`src/rtl/seg_scan_driver.sv`:
```
// seg_scan_driver: double-buffered, time-multiplexed N-digit hex seven-segment driver; define SEG_LZ_BLANK_EN for leading-zero blanking
module seg_scan_driver #(
  parameter int DIGITS = 6,
  parameter int PRESCALE = 50000,
  parameter int DEADTIME = 16,
  parameter int SEG_ACTIVE_LOW = 1,
  parameter int DIG_ACTIVE_LOW = 1
) (
  input  logic                  clk_clk,
  input  logic                  reset_reset_n,
  input  logic [4*DIGITS-1:0]   value_in,
  input  logic [DIGITS-1:0]     dp_in,
  input  logic                  load,
  input  logic                  enable,
  output logic [7:0]            seg_out,
  output logic [DIGITS-1:0]     dig_out,
  output logic                  frame_tick,
  output logic                  pending
);
  localparam int CW = PRESCALE > 1 ? $clog2(PRESCALE) : 1;
  localparam int IW = DIGITS > 1 ? $clog2(DIGITS) : 1;
  localparam logic [7:0] SEG_OFF = SEG_ACTIVE_LOW != 0 ? 8'hFF : 8'h00;
  localparam logic [DIGITS-1:0] DIG_OFF = DIG_ACTIVE_LOW != 0 ? {DIGITS{1'b1}} : {DIGITS{1'b0}};
  localparam logic [6:0] DEC [16] = '{7'h3F, 7'h06, 7'h5B, 7'h4F, 7'h66, 7'h6D, 7'h7D, 7'h07,
                                      7'h7F, 7'h6F, 7'h77, 7'h7C, 7'h39, 7'h5E, 7'h79, 7'h71};
  typedef enum logic [1:0] {IDLE, BLANK, ON} state_t;
  state_t state, state_n;
  logic [IW-1:0] idx, idx_n;
  logic [CW-1:0] slot_cnt, cnt_n;
  logic [DIGITS-1:0][3:0] disp_val, disp_val_n, pend_val, pend_val_n;
  logic [DIGITS-1:0] disp_dp, disp_dp_n, pend_dp, pend_dp_n, blank_n;
  logic pending_n, entry, direct;
  logic [7:0] seg_n;
  logic [DIGITS-1:0] dig_n;
`ifdef SEG_LZ_BLANK_EN
  logic zero_above;
  // blank every digit above the highest nonzero one of the display value being applied; digit 0 always shows
  always_comb begin
    blank_n = '0;
    zero_above = 1'b1;
    for (int i = DIGITS - 1; i > 0; i--) begin
      zero_above = zero_above && disp_val_n[i] == 4'd0;
      blank_n[i] = zero_above;
    end
  end
`else
  assign blank_n = '0;
`endif
  // scan sequencing, frame-start buffer swap and next output values
  always_comb begin
    state_n = !enable ? IDLE
            : state == IDLE ? BLANK
            : state == BLANK && slot_cnt == CW'(DEADTIME - 1) ? ON
            : state == ON && slot_cnt == CW'(PRESCALE - 1) ? BLANK
            : state;
    cnt_n = state_n == IDLE || (state_n == BLANK && state != BLANK) ? '0 : slot_cnt + 1'b1;
    idx_n = state == IDLE ? '0
          : state == ON && state_n == BLANK ? (idx == IW'(DIGITS - 1) ? '0 : idx + 1'b1)
          : idx;
    entry = state_n == BLANK && state != BLANK && idx_n == '0;
    direct = load && (state == IDLE || frame_tick || entry);
    disp_val_n = direct ? value_in : entry && pending ? pend_val : disp_val;
    disp_dp_n = direct ? dp_in : entry && pending ? pend_dp : disp_dp;
    pend_val_n = load && !direct ? value_in : pend_val;
    pend_dp_n = load && !direct ? dp_in : pend_dp;
    pending_n = entry ? 1'b0 : load && !direct ? 1'b1 : pending;
    seg_n = state_n == IDLE ? 8'h00 : {disp_dp_n[idx_n], blank_n[idx_n] ? 7'h00 : DEC[disp_val_n[idx_n]]};
    dig_n = state_n == ON ? DIGITS'(1) << idx_n : '0;
  end
  // state, buffers and registered pin outputs; reset darkens the pins without waiting for a clock
  always_ff @(posedge clk_clk or negedge reset_reset_n) begin
    if (!reset_reset_n) begin
      state <= IDLE;
      idx <= '0;
      slot_cnt <= '0;
      disp_val <= '0;
      disp_dp <= '0;
      pend_val <= '0;
      pend_dp <= '0;
      pending <= 1'b0;
      frame_tick <= 1'b0;
      seg_out <= SEG_OFF;
      dig_out <= DIG_OFF;
    end else begin
      state <= state_n;
      idx <= idx_n;
      slot_cnt <= cnt_n;
      disp_val <= disp_val_n;
      disp_dp <= disp_dp_n;
      pend_val <= pend_val_n;
      pend_dp <= pend_dp_n;
      pending <= pending_n;
      frame_tick <= entry;
      seg_out <= seg_n ^ SEG_OFF;
      dig_out <= dig_n ^ DIG_OFF;
    end
  end
endmodule

```
`config.mk`:
```
export PLATFORM = sky130hd
export DESIGN_NAME = seg_scan_driver
export DESIGN_NICKNAME = d
export VERILOG_FILES = /design/src/rtl/seg_scan_driver.sv
export SDC_FILE = /design/constraint.sdc
export NUM_CORES = 1
export LEC_CHECK = 0
export ABC_AREA = 1
export CORE_UTILIZATION = 40
export DETAILED_ROUTE_END_ITERATION = 7
export SLEW_MARGIN = 0
export SYNTH_ARGS = -nofsm -noshare
export SYNTH_HDL_FRONTEND = slang
export SYNTH_SLANG_ARGS = --single-unit
```
`constraint.sdc`:
```
create_clock -name clk_clk -period 3.4 [get_ports clk_clk]
set_input_delay 0.51 -clock clk_clk [delete_from_list [all_inputs] [get_ports clk_clk]]
set_output_delay 0.51 -clock clk_clk [all_outputs]
set_load 0.02 [all_outputs]
```
# After elaboration in Yosys (flattened, before gate mapping)

Memory sizes are Yosys's and may differ from the RTL's.
Index checks and enable logic that the tools add are counted.

Output and inout port bits: 16
Memories: 2
Register bits: 97
Input bits: 34
ROM bits: 120
Word-level logic and storage cells: 79

Memories:

| memory          | words | width | read ports | clocked after Yosys merged registers in | write ports | line | RTL |
|---|---|---|---|---|---|---|---|
| (no name shown) | 16    | 7     | 1          | 0                                       | 0           | 67   | `seg_n = state_n == IDLE ? 8'h00 : {disp_dp_n[idx_n], blank_n[idx_n] ? 7'h00 : DEC[disp_val_n[idx_n]]};` |
| (no name shown) | 8     | 1     | 1          | 0                                       | 0           | 67   |  |

Add/sub/neg operators: 2
Reductions and logical operators: 16
Shifts and indexed selects: 1
Equality and inequality tests: 8
Muxes and demuxes: 24
Bitwise logic cells: 3
$lt $le $gt $ge: 2

Operators by type and width:

| operator                                             | count |
|---|---|
| 2-to-1 mux 24 bit                                    | 2 |
| 2-to-1 mux 7 bit                                     | 3 |
| 2-to-1 mux 6 bit                                     | 3 |
| adder 16 x 1 -> 16 bit, second input constant        | 1 |
| equality test 16 bit, second input constant          | 1 |
| equality test 16 x 4 -> 1 bit, second input constant | 1 |
| 2-to-1 mux 16 bit                                    | 1 |
| binary-select mux 4 bit (select 3 bit)               | 1 |
| 2-to-1 mux 3 bit                                     | 3 |
| logical AND 1 bit                                    | 8 |
| 2-to-1 mux 2 bit                                     | 4 |
| 2-to-1 mux 8 bit                                     | 1 |
| inverter 8 bit                                       | 1 |
| inverter 6 bit                                       | 1 |
| << shifter 1 x 3 -> 6 bit, first input constant      | 1 |
| >= comparator 5 bit, second input constant           | 1 |
| inverter 4 -> 5 bit                                  | 1 |
| equality test 2 x 1 -> 1 bit, second input constant  | 2 |
| equality test 2 bit, second input constant           | 2 |
| zero test 2 bit                                      | 2 |
| < comparator 3 x 4 -> 1 bit, second input constant   | 1 |
| 2-to-1 mux 1 bit                                     | 4 |
| 2-to-1 mux 4 bit                                     | 1 |
| adder 3 x 1 -> 3 bit, second input constant          | 1 |
| 7 further kinds                                      | 9 |

# Longest topological paths before layout

Word-level depth: 24
Depth in mapped cells: 26
Mapped depth without buffers: 25

# Worst setup path before layout

No wires, ideal clock.

Path type: register to register
From: register slot_cnt[0]
To: register seg_out[1]
Data arrival time: 2.892 ns
Cell stages (with the launch flop): 26
Path buffers: 1
Path slack: 0.431 ns
Period minus slack after synthesis: 2.969 ns
Cells stage by stage: dfrtp_1 ha_1 nand2_1 nor2_1 nand3_1 nor2_2 nand4_2 clkinv_2 nand2_1 nand3_2 nand2_2 inv_2 nand2_2 nand2_2 nand2_4 inv_4 buf_2 nand2_1 nand3_1 nand3_1 o21ai_1 ha_1 nand3_1 nor2_1 nor2_1 nand2_1

Longest elaborated chain between the ends: 24
Elaborated cells on any way between the ends: 32

RTL lines:

| element                                             | line   | RTL |
|---|---|---|
| from (decl)                                         | 29     | `logic [CW-1:0] slot_cnt, cnt_n;` |
| from (signal assigned)                              | 87     | `slot_cnt <= cnt_n;` |
| equality test 16 bit                                | 54     | `: state == ON && slot_cnt == CW'(PRESCALE - 1) ? BLANK` |
| logical AND 1 bit                                   | 54     |  |
| 2-to-1 mux 2 bit                                    | 54     |  |
| 2-to-1 mux 2 bit *                                  | 53     | `: state == BLANK && slot_cnt == CW'(DEADTIME - 1) ? ON` |
| 2-to-1 mux 2 bit *                                  | 52     | `: state == IDLE ? BLANK` |
| 2-to-1 mux 2 bit *                                  | 51     | `state_n = !enable ? IDLE` |
| equality test 2 x 1 -> 1 bit                        | 58, 60 |  |
| logical AND 1 bit                                   | 58     | `: state == ON && state_n == BLANK ? (idx == IW'(DIGITS - 1) ? '0 : idx + 1'b1)` |
| [... 7 more ...]                                    | --     |  |
| binary-select mux 4 bit (select 3 bit)              | 67     |  |
| 2-to-1 mux 4 bit (implied by the code)              | 67     |  |
| inverter 4 -> 5 bit (implied by the code)           | 67     |  |
| memory read (16 x 7 bit)                            | --     |  |
| 2-to-1 mux 7 bit (implied by the code) (2 in a row) | 67     |  |
| 2-to-1 mux 7 bit                                    | 67     |  |
| 2-to-1 mux 8 bit *                                  | 67     |  |
| inverter 8 bit (no line) *                          | --     |  |
| to (signal assigned)                                | 94     | `seg_out <= seg_n ^ SEG_OFF;` |
| to (decl)                                           | 15     | `output logic [7:0] seg_out,` |

Every way passes the cells marked *; elsewhere a longest branch is shown, timed or not. The select of a mux whose other input is x is not followed.
A chain may end at the register's enable or synchronous reset.

# Final worst setup path

From: register slot_cnt[0]
To: register seg_out[1]

Longest elaborated chain between the ends: 24
Elaborated cells on any way between the ends: 32

RTL lines:

| element                                               | line   | RTL |
|---|---|---|
| equality test 16 bit                                  | 54     |  |
| logical AND 1 bit                                     | 54     |  |
| 2-to-1 mux 2 bit                                      | 54     |  |
| 2-to-1 mux 2 bit *                                    | 53     |  |
| 2-to-1 mux 2 bit *                                    | 52     |  |
| 2-to-1 mux 2 bit *                                    | 51     |  |
| equality test 2 x 1 -> 1 bit *                        | 58, 60 |  |
| logical AND 1 bit                                     | 58     |  |
| [... 4 more ...]                                      | --     |  |
| via entry                                             | 32     | `logic pending_n, entry, direct;` |
| [... 3 more ...]                                      | --     |  |
| binary-select mux 4 bit (select 3 bit) *              | 67     |  |
| 2-to-1 mux 4 bit (implied by the code) *              | 67     |  |
| inverter 4 -> 5 bit (implied by the code) *           | 67     |  |
| memory read (16 x 7 bit) *                            | --     |  |
| 2-to-1 mux 7 bit (implied by the code) * (2 in a row) | 67     |  |
| 2-to-1 mux 7 bit *                                    | 67     |  |
| 2-to-1 mux 8 bit *                                    | 67     |  |
| inverter 8 bit (no line) *                            | --     |  |

Mark *: on every way through the listed nets, which the timed path passes. The rest lies on a longest branch. The select of a mux whose other input is x is not followed.

==> results.cfg <==
[worst_setup_path]
cp_slowest_stage_delay_ns = 0.37
arrival_ns = 3.51
required_ns = 3.68
worstPathMaxFanout = 6
crit_family = simple AND/OR/NAND/NOR gates
slowest_stage = dfrtp_1
cp.buffers_inverters = 3
cp_common_cell = nand2_1
crit_type = flop to flop
cp-end-kind = flop
critical_path.cell_chain = ha_1, nand2_1, nor2_2, nand3_2, nor2_4, nand4_4, clkinv_2, nand2_1, nand3_2, nand2_2, buf_4, nor2_4, buf_12, nand2_4, nand2_1, nand3_1, nand3_1, nand3_4, o21ai_4, ha_1, nand3_1, nor2_1, nor2_1, nand2_1
cp-start-kind = flop

[synth]
synth_compound_area_share_pct = 8.59
synth_fp_nets = 665
synth_edf_count = 0
synth-main-ff-cell = dfrtp_1
ys_types = 44
synth-simple-area-share_pct = 32.2
muxShareOfSynthArea_pct = 0
ys_ff_latch = 97
synth_top_family_by_area = simple AND/OR/NAND/NOR gates
netlist_area_um2 = 5020
synthXorXnorAreaFrac_pct = 0.174
synthCells = 624
yosys_warnings = 0
syn_area_per_cell_um2 = 8.05
synthAdderAreaFrac_pct = 1.74
ys_seq_area_share_pct = 48.7
async_reset_ff_share_pct = 100

[floorplanning]
ios = 50
rows = 40
die_w_um = 114
die_h_um = 114
coreArea_um2 = 12100
initial_core_util_pct = 41.5
die-area_um2 = 13000

[route]
vias = 4239
wl_um = 11900
via_per_inst = 4.91
wl_per_cell_um = 13.8
drc = 0
drtIter0Drc = 218
ant_nets = 0
firstDrtPassIters = 4

[placement]
dp_cells = 841
numPortBuffers = 49
dp_hpwl_um = 8310
dp_slack_ns = -0.0451
gp_congestion = 0.814

[sta]
setup_viol = 0
tns_ns = 0
hold_violations = 0
drv_slew = 0
rsz0062_at_grt = yes
period_needed_ns = 3.22
slew_headroom_pct = 47.1
worstMarginPinSlew_ns = 0.793
fin_worst_skew_ns = 0.0121
fin_ws_ns = 0.176
fmaxAchievable_mhz = 310
timing.final.crit_share_pct = 94.8

[layout]
fillers = 1159
layout_common_cells = 160 x nand2_1, 83 x dfrtp_1, 65 x inv_1, 62 x nand3_1, 48 x clkdlybuf4s50_1
area_delta_synth_final_pct = 26.7
nets = 732
layout-drive-gt1-share_pct = 18.0
diodes = 0
final_common_cell = nand2_1
final_cells = 864

[clock_network]
cts_buffer_depth = 2
clock-sinks = 97
postCtsHoldBufs = 0
clk_pin_slew_worst_paths_ns = 0.06
cts_max_level = 3
insertion_delay_ns = 0.36
cts_tree = built
cts_root_buffer = clkbuf_16
cts_made_buffers = 9

[worst_hold_path]
hp-class = input port to async pin

[power]
combPwrFrac_pct = 20.1
p_clk_share_pct = 34.7
powerDensity_nw_per_um2 = 481
power_frac_seq_pct = 45.2
max-vdd-ir-drop_v = 0.000301
p_leak_nw = 3.02
p_sw_uw = 854
p_total_mw = 3.06
internal-power_mw = 2.21
swShare_pct = 27.9

[job]
drv_cap = 0

[grt]
grt_usage_pct = 19.3
grt_max_degree = 62
grt_antenna_before_repair = 0
grt.overflow.total = 0
grt_pass1_wl_um = 19400
grt_pass1_vias = 4018

[run_status]
status = finished, final reports clean
[flip-flops by register name, indices dropped and copies added, names as in the netlist]
| signal | count |
|---|---|
| disp_val | 24 |
| seg_out | 8 |
| dig_out | 6 |
| pend_dp | 6 |
| pend_val | 24 |
| frame_tick | 1 |
| pending | 1 |
| idx | 3 |
| disp_dp | 6 |
| slot_cnt | 16 |
| state | 2 |
[stage by stage]
step / hold WS (ns) / util, % / cell area, um2
3_5_place_dp: 0.456 / 47.7 / 5780
2_1_floorplan: 0.214 / - / 5020
5_1_grt: 0.287 / 52.6 / 6370
6_report: 0.221 / 52.6 / 6370
3_3_place_gp: 0.450 / 47.7 / 5780
4_1_cts: 0.262 / 50.3 / 6090
[cells in the mapped netlist (4+ instances only)]
cell type  instances  area share, %
and2_1            14            1.7
buf_2              6           0.60
buf_6              4           0.90
clkbuf_1           8           0.60
dfrtp_1           83             41
dfstp_2           14            7.3
ha_1               7            1.7
inv_1             67            5.0
inv_2             10           0.75
nand2_1          165             12
nand2_2            7           0.87
nand3_1           71            7.1
nand3_2            7            1.4
nor2_1            47            3.5
nor3_1             6           0.60
nor3b_1            8            1.2
o211ai_1           6           0.90
o21a_1             5           0.75
o21ai_0           38            3.8
o21ai_1           11            1.1
[final timing paths]
check                              startpoint           to  slack, ns  depth (start not counted)
worst max-delay path              slot_cnt[0]   seg_out[1]       0.18                         24
worst min-delay path            reset_reset_n  slot_cnt[0]       0.22                          1
worst max register to register    slot_cnt[0]   seg_out[1]       0.18                         24
worst min register to register     pend_dp[5]   pend_dp[5]       0.48                          2
max in group asynchronous       reset_reset_n   seg_out[7]       2.46                          2
min in group clk_clk               pend_dp[5]   pend_dp[5]       0.48                          2
[layer usage]
layer / global-route usage (%) / part of all wire [%]
met5: 0 / 0
met3: 3.92 / 3.2
met1: 26.5 / 48
met4: 9.00 / 2.0
met2: 29.2 / 47
[area by class of cell]
class	instances	area, um2	share of cell area (%)
Clock inverter	2	35.0	0.550
Tap cell	168	210	3.30
Timing Repair Buffer	74	721	11.3
Sequential cell	97	2440	38.4
Clock buffer	14	274	4.30
Inverter	80	307	4.82
Multi-Input combinational cell	429	2370	37.3
[power groups by stage]
stage          logic, mW  clock network (mW)  registers [mW]
2_1_floorplan      0.350                   0            1.40
3_3_place_gp       0.554                   0            1.39
3_5_place_dp       0.566                   0            1.39
4_1_cts            0.570                1.08            1.37
5_1_grt            0.698                1.13            1.40
6_report           0.617                1.06            1.38
[repair_timing]
| action | 4_1_cts | 5_1_grt |
|---|---|---|
| setup buffers | 0 | 4 |
| gates resized for setup | 1 | 45 |
| pin swaps | 0 | 15 |
| endpoints found under the setup margin | 1 | 7 |
| cloned | 0 | 3 |
[cell families (layout without fill, tap and decap cells)]
| group | count (synthesis) | count (layout) |
|---|---|---|
| buffers and inverters | 101 | 170 |
| adders and majority gates | 7 | 7 |
| and+or+nand+nor | 346 | 349 |
| AOI/OAI and AO/OA | 72 | 72 |
| xor gates and xnor gates | 1 | 1 |
| DFF | 97 | 97 |
Power figures use the tool's default switching activity.
